**src/rtl/bufferm_rd_arbiter.sv**
```systemverilog
// Round-robin read arbiter: grants one requester at a time a burst of consecutive
// bufferM reads and returns the words tagged with the owner's id.
//   state | meaning
//   IDLE  | waiting for any req; picks next round-robin winner
//   ISSUE | one read address per cycle, down-counting remaining words
//   DRAIN | last read word returning; then back to IDLE
module bufferm_rd_arbiter #(
    parameter int addrLen = 10,
    parameter int dataLen = 32,
    parameter int NUM_REQ = 4,
    parameter int idLen   = 2,
    parameter int lenLen  = 8
) (
    input  logic                        clk,
    input  logic                        reset,
    input  logic [NUM_REQ-1:0]          req,
    input  logic [NUM_REQ*addrLen-1:0]  req_addr,
    input  logic [NUM_REQ*lenLen-1:0]   req_len,
    output logic [NUM_REQ-1:0]          gnt,
    output logic                        busy,
    output logic [addrLen-1:0]          rom_rd_addr,
    input  logic [dataLen-1:0]          rom_data_in,
    output logic                        rsp_valid,
    output logic [idLen-1:0]            rsp_id,
    output logic [dataLen-1:0]          rsp_data,
    output logic                        rsp_last
);

    typedef enum logic [1:0] {IDLE, ISSUE, DRAIN} state_t;

    localparam logic [idLen:0] NUM_REQ_W = (idLen+1)'(NUM_REQ);

    state_t               state, state_nxt;
    logic [idLen-1:0]     last_winner, last_winner_nxt, winner;
    logic [idLen:0]       cand;
    logic                 found;
    logic [lenLen-1:0]    cnt, cnt_nxt, len_sel;
    logic [addrLen-1:0]   addr_nxt;
    logic [NUM_REQ-1:0]   gnt_nxt;
    logic                 busy_nxt, rsp_valid_nxt, rsp_last_nxt;
    logic [idLen-1:0]     rsp_id_nxt;

    // Search starts just after the previous winner so every requester gets a turn.
    always_comb begin
        found  = 1'b0;
        winner = last_winner;
        cand   = '0;
        for (int i = 1; i <= NUM_REQ; i++) begin
            cand = {1'b0, last_winner} + (idLen+1)'(i);
            if (cand >= NUM_REQ_W) cand = cand - NUM_REQ_W;
            if (!found && req[cand[idLen-1:0]]) begin
                found  = 1'b1;
                winner = cand[idLen-1:0];
            end
        end
    end

    assign len_sel = req_len[int'(winner)*lenLen +: lenLen];

    always_comb begin
        state_nxt       = state;
        last_winner_nxt = last_winner;
        cnt_nxt         = cnt;
        addr_nxt        = '0;
        gnt_nxt         = '0;
        busy_nxt        = 1'b0;
        rsp_valid_nxt   = 1'b0;
        rsp_last_nxt    = 1'b0;
        rsp_id_nxt      = rsp_id;
        case (state)
            IDLE: begin
                if (found) begin
                    state_nxt       = ISSUE;
                    last_winner_nxt = winner;
                    rsp_id_nxt      = winner;
                    gnt_nxt         = NUM_REQ'(1) << winner;
                    addr_nxt        = req_addr[int'(winner)*addrLen +: addrLen];
                    // cnt holds words remaining after the current one; zero length acts as one
                    cnt_nxt         = (len_sel == '0) ? '0 : len_sel - lenLen'(1);
                    busy_nxt        = 1'b1;
                end
            end
            ISSUE: begin
                busy_nxt      = 1'b1;
                rsp_valid_nxt = 1'b1;
                if (cnt == '0) begin
                    rsp_last_nxt = 1'b1;
                    state_nxt    = DRAIN;
                end else begin
                    cnt_nxt  = cnt - lenLen'(1);
                    addr_nxt = rom_rd_addr + addrLen'(1);
                end
            end
            DRAIN: begin
                state_nxt = IDLE;
            end
            default: begin
                state_nxt = IDLE;
            end
        endcase
    end

    always_ff @(posedge clk or posedge reset) begin
        if (reset) begin
            state       <= IDLE;
            last_winner <= idLen'(NUM_REQ - 1);
            cnt         <= '0;
            gnt         <= '0;
            busy        <= 1'b0;
            rom_rd_addr <= '0;
            rsp_valid   <= 1'b0;
            rsp_id      <= '0;
            rsp_last    <= 1'b0;
        end else begin
            state       <= state_nxt;
            last_winner <= last_winner_nxt;
            cnt         <= cnt_nxt;
            gnt         <= gnt_nxt;
            busy        <= busy_nxt;
            rom_rd_addr <= addr_nxt;
            rsp_valid   <= rsp_valid_nxt;
            rsp_id      <= rsp_id_nxt;
            rsp_last    <= rsp_last_nxt;
        end
    end

    // bufferM output is already registered, so data passes straight through.
    assign rsp_data = rom_data_in;

endmodule

```
**config.mk**
```make
export PLATFORM = sky130hd
export DESIGN_NAME = bufferm_rd_arbiter
export DESIGN_NICKNAME = d
export VERILOG_FILES = /design/src/rtl/bufferm_rd_arbiter.sv
export SDC_FILE = /design/constraint.sdc
export NUM_CORES = 1
export LEC_CHECK = 0
export ABC_CLOCK_PERIOD_IN_PS = 3760
export CAP_MARGIN = 5
export CORE_MARGIN = 1
export CORE_UTILIZATION = 30
export CTS_BUF_LIST = sky130_fd_sc_hd__clkbuf_16
export DETAILED_ROUTE_END_ITERATION = 8
export GPL_TIMING_DRIVEN = 0
export PLACE_DENSITY = 0.68
export SLEW_MARGIN = 0
export SYNTH_ARGS = -nofsm -noshare
export SYNTH_HDL_FRONTEND = slang
export SYNTH_SLANG_ARGS = --single-unit
```
**constraint.sdc**
```tcl
create_clock -name clk -period 3.76 [get_ports clk]
set_input_delay 0.376 -clock clk [delete_from_list [all_inputs] [get_ports clk]]
set_output_delay 0.376 -clock clk [all_outputs]
set_load 0.005 [all_outputs]
```
==> flow_metrics.py <==
metrics = {
    "run_status": {
        "status": "complete, no violations",
    },
    "finish": {
        "nNetsFinal": 585,
        "fill_cells": 784,
        "insertedDiodeCount": 0,
        "register_area_um2": 778,
        "layout-drive-gt1-share": 0.117,
        "area_growth_pct": 62.6,
        "multi_input_area_um2": 1370,
    },
    "pwr": {
        "peakVddDrop_mv": 0.361,
        "total_power_mw": 2.50,
        "p_per_area_nw_per_um2": 608,
        "p_leak_nw": 1.73,
    },
    "routing": {
        "drc": 0,
        "first_pass_iters": 4,
        "drt-initial-drc-count": 169,
        "viasPerCell": 4.86,
        "drt_wl_total_um": 7700,
        "wl_per_cell_um": 13.4,
        "vias": 2803,
        "final_antenna_net_count": 0,
    },
    "logic_synthesis": {
        "async_flop_share": 1.00,
        "syn_area_um2": 2520,
        "syn_inst": 335,
        "synth-seq-cells": 31,
        "synth-seq-area-share": 0.309,
        "synth_cell_types": 49,
        "synth_common_cells": "nand2_1, a21oi_1, buf_4",
        "synth_flop_cell": "dfrtp_1",
        "synth_top_area_cell": "dfrtp_1",
        "yosysTopAreaCellShare": 0.288,
        "yosys_warnings": 0,
        "postSynthNetCount": 449,
        "synth_edf_count": 0,
        "yosys-top-cells-area": "dfrtp_1, nand2_1, buf_4, a21oi_1, nor2_1",
        "synth_most_common_cell": "nand2_1",
        "avgSynthCellArea_um2": 7.53,
    },
    "cts": {
        "cts_tree": "done",
        "clock_latency_ps": 270,
        "cts_sinks": 31,
        "cts_setup_buffers": 0,
        "cts-buffers-inserted": 5,
        "cts_root_buf": "clkbuf_16",
        "path_clk_slew_ps": 50,
        "clock_path_buffers": 2,
        "cts_resized": 0,
        "cts.htree.levels": 2,
        "hold_buffers": 0,
    },
    "sta": {
        "finalClockSkew_ps": 4.44,
        "maxSlewHeadroom": 0.596,
        "setup_viol_count_final": 0,
        "finalSetupTns_ps": 0,
        "max_freq_mhz": 340,
        "final_max_slew_viol_count": 0,
        "finalCritPeriodShare": 0.783,
        "rsz0062_at_grt": "no",
        "hold_violations": 0,
        "worst_slew_pin_slew_ps": 602,
        "min_period_ps": 2940,
    },
    "job": {
        "timing.max_cap.violations": 0,
    },
    "worst_setup_path": {
        "max_stage_delay_ps": 550,
        "crit_chain": "clkdlybuf4s50_1 > nor3b_1 > inv_2 > nand3_1 > buf_2 > nand2_1 > a22oi_1 > inv_1 > ha_1 > nand4b_1 > mux2i_1 > a221oi_1",
        "required_ps": 3880,
        "setup.worst_path.end_class": "flip-flop",
        "crit_path_top_delay_cell": "clkdlybuf4s50_1",
        "r2r_slack_ps": 900,
        "critPathKind": "in2reg",
        "arrival_ps": 3060,
        "start_kind": "input pin",
        "crit_fanout": 10,
    },
    "die": {
        "die_h_um": 93.7,
        "core_area_um2": 8180,
        "dieArea_um2": 8780,
        "io_pins": 161,
        "num_rows": 33,
        "initial_core_util": 0.309,
        "die_width_um": 93.7,
    },
    "global_routing": {
        "grt_max_degree": 32,
        "grt_overflow": 0,
        "grt_antenna_before_repair": 0,
        "grt_pass1_vias": 2578,
        "grt_pass1_wl_um": 12000,
        "grtUsageTotal": 0.176,
    },
    "place": {
        "port_buffers": 128,
        "place.gp.congestion": 0.851,
        "hpwlAfterDp_um": 6160,
    },
    "worst_hold_path": {
        "hold_class": "in2async",
    },
}
[power by group]
| part | switching, mW | total [mW] | internal [mW] |
|---|---|---|---|
| clock | 0.138 | 0.378 | 0.240 |
| sequential | 0.111 | 0.585 | 0.474 |
| combinational | 0.824 | 1.53 | 0.708 |
| total | 1.07 | 2.50 | 1.42 |
[layer usage]
| layer | global-route usage | wire length [um] |
|---|---|---|
| met5 | 0 | 0 |
| met4 | 0.0615 | 123 |
| met3 | 0.0348 | 522 |
| met2 | 0.282 | 3720 |
| met1 | 0.236 | 3340 |
[metrics by stage]
step,cells,util,hold WS (ps),instance area [um2],worst slack [ps]
finish,577,0.502,427,4100,818
global route,577,0.502,459,4100,565
CTS,576,0.498,519,4080,812
detailed placement,568,0.481,509,3940,518
global placement,568,0.481,482,3940,544
floorplan,335,-,478,2520,1340
[registers in the layout (all words and copies together) (netlist names)]
register / flops
rom_rd_addr: 10
cnt: 8
gnt: 4
last_winner: 2
rsp_id: 2
state: 2
busy: 1
rsp_last: 1
rsp_valid: 1
[layout by cell type (no fill, tap or decap), types with 6 or more instances in the layout]
master,count
inv_1,13
buf_4,32
o21ai_0,9
a21oi_1,39
dfrtp_1,29
nand2b_1,6
nand3_1,9
nor2_1,19
nand2_1,73
clkdlybuf4s50_1,128
o22ai_1,10
mux2i_1,6
clkbuf_1,6
[critical path, delay by kind of cell]
family          cells  cell delay [ps]
compound gates      2              490
fa+ha+maj           1              240
buf+inv             4              980
mux                 1              270
simple gates        4              700
[path summary, 6_finish.rpt]
kind	to	start	cells past startpoint
min in group clk	rsp_id[1]$_DFFE_PP0P_	rsp_id[1]$_DFFE_PP0P_	1
min reg2reg	rsp_id[1]$_DFFE_PP0P_	rsp_id[1]$_DFFE_PP0P_	1
max	cnt[6]$_DFFE_PP0P_	req[3]	12
max reg2reg	cnt[6]$_DFFE_PP0P_	last_winner[1]$_DFFE_PP1P_	11
max in group asynchronous	last_winner[0]$_DFFE_PP1P_	reset	3
min	rsp_id[0]$_DFFE_PP0P_	reset	2
[area by class of cell]
class | instances | share of cell area
multi-input combinational | 242 | 0.335
timing repair buffer | 129 | 0.319
sequential | 31 | 0.190
buffer | 48 | 0.0778
tap | 105 | 0.0320
clock buffer | 5 | 0.0305
inverter | 14 | 0.0128
clock inverter | 3 | 0.00366
[logic make-up (layout without fill, tap and decap cells)]
| group | Yosys count | count (layout) | share of synthesized area |
|---|---|---|---|
| flip-flops | 31 | 31 | 0.309 |
| adder cells (fa/ha/maj) | 4 | 4 | 0.0198 |
| AND/OR/NAND/NOR | 132 | 132 | 0.242 |
| AO/OA/AOI/OAI | 89 | 89 | 0.220 |
| buffers and inverters | 62 | 199 | 0.147 |
| XOR/XNOR | 10 | 10 | 0.0347 |
| multiplexers | 7 | 7 | 0.0283 |
No activity file was read; power rests on OpenSTA's default activity.
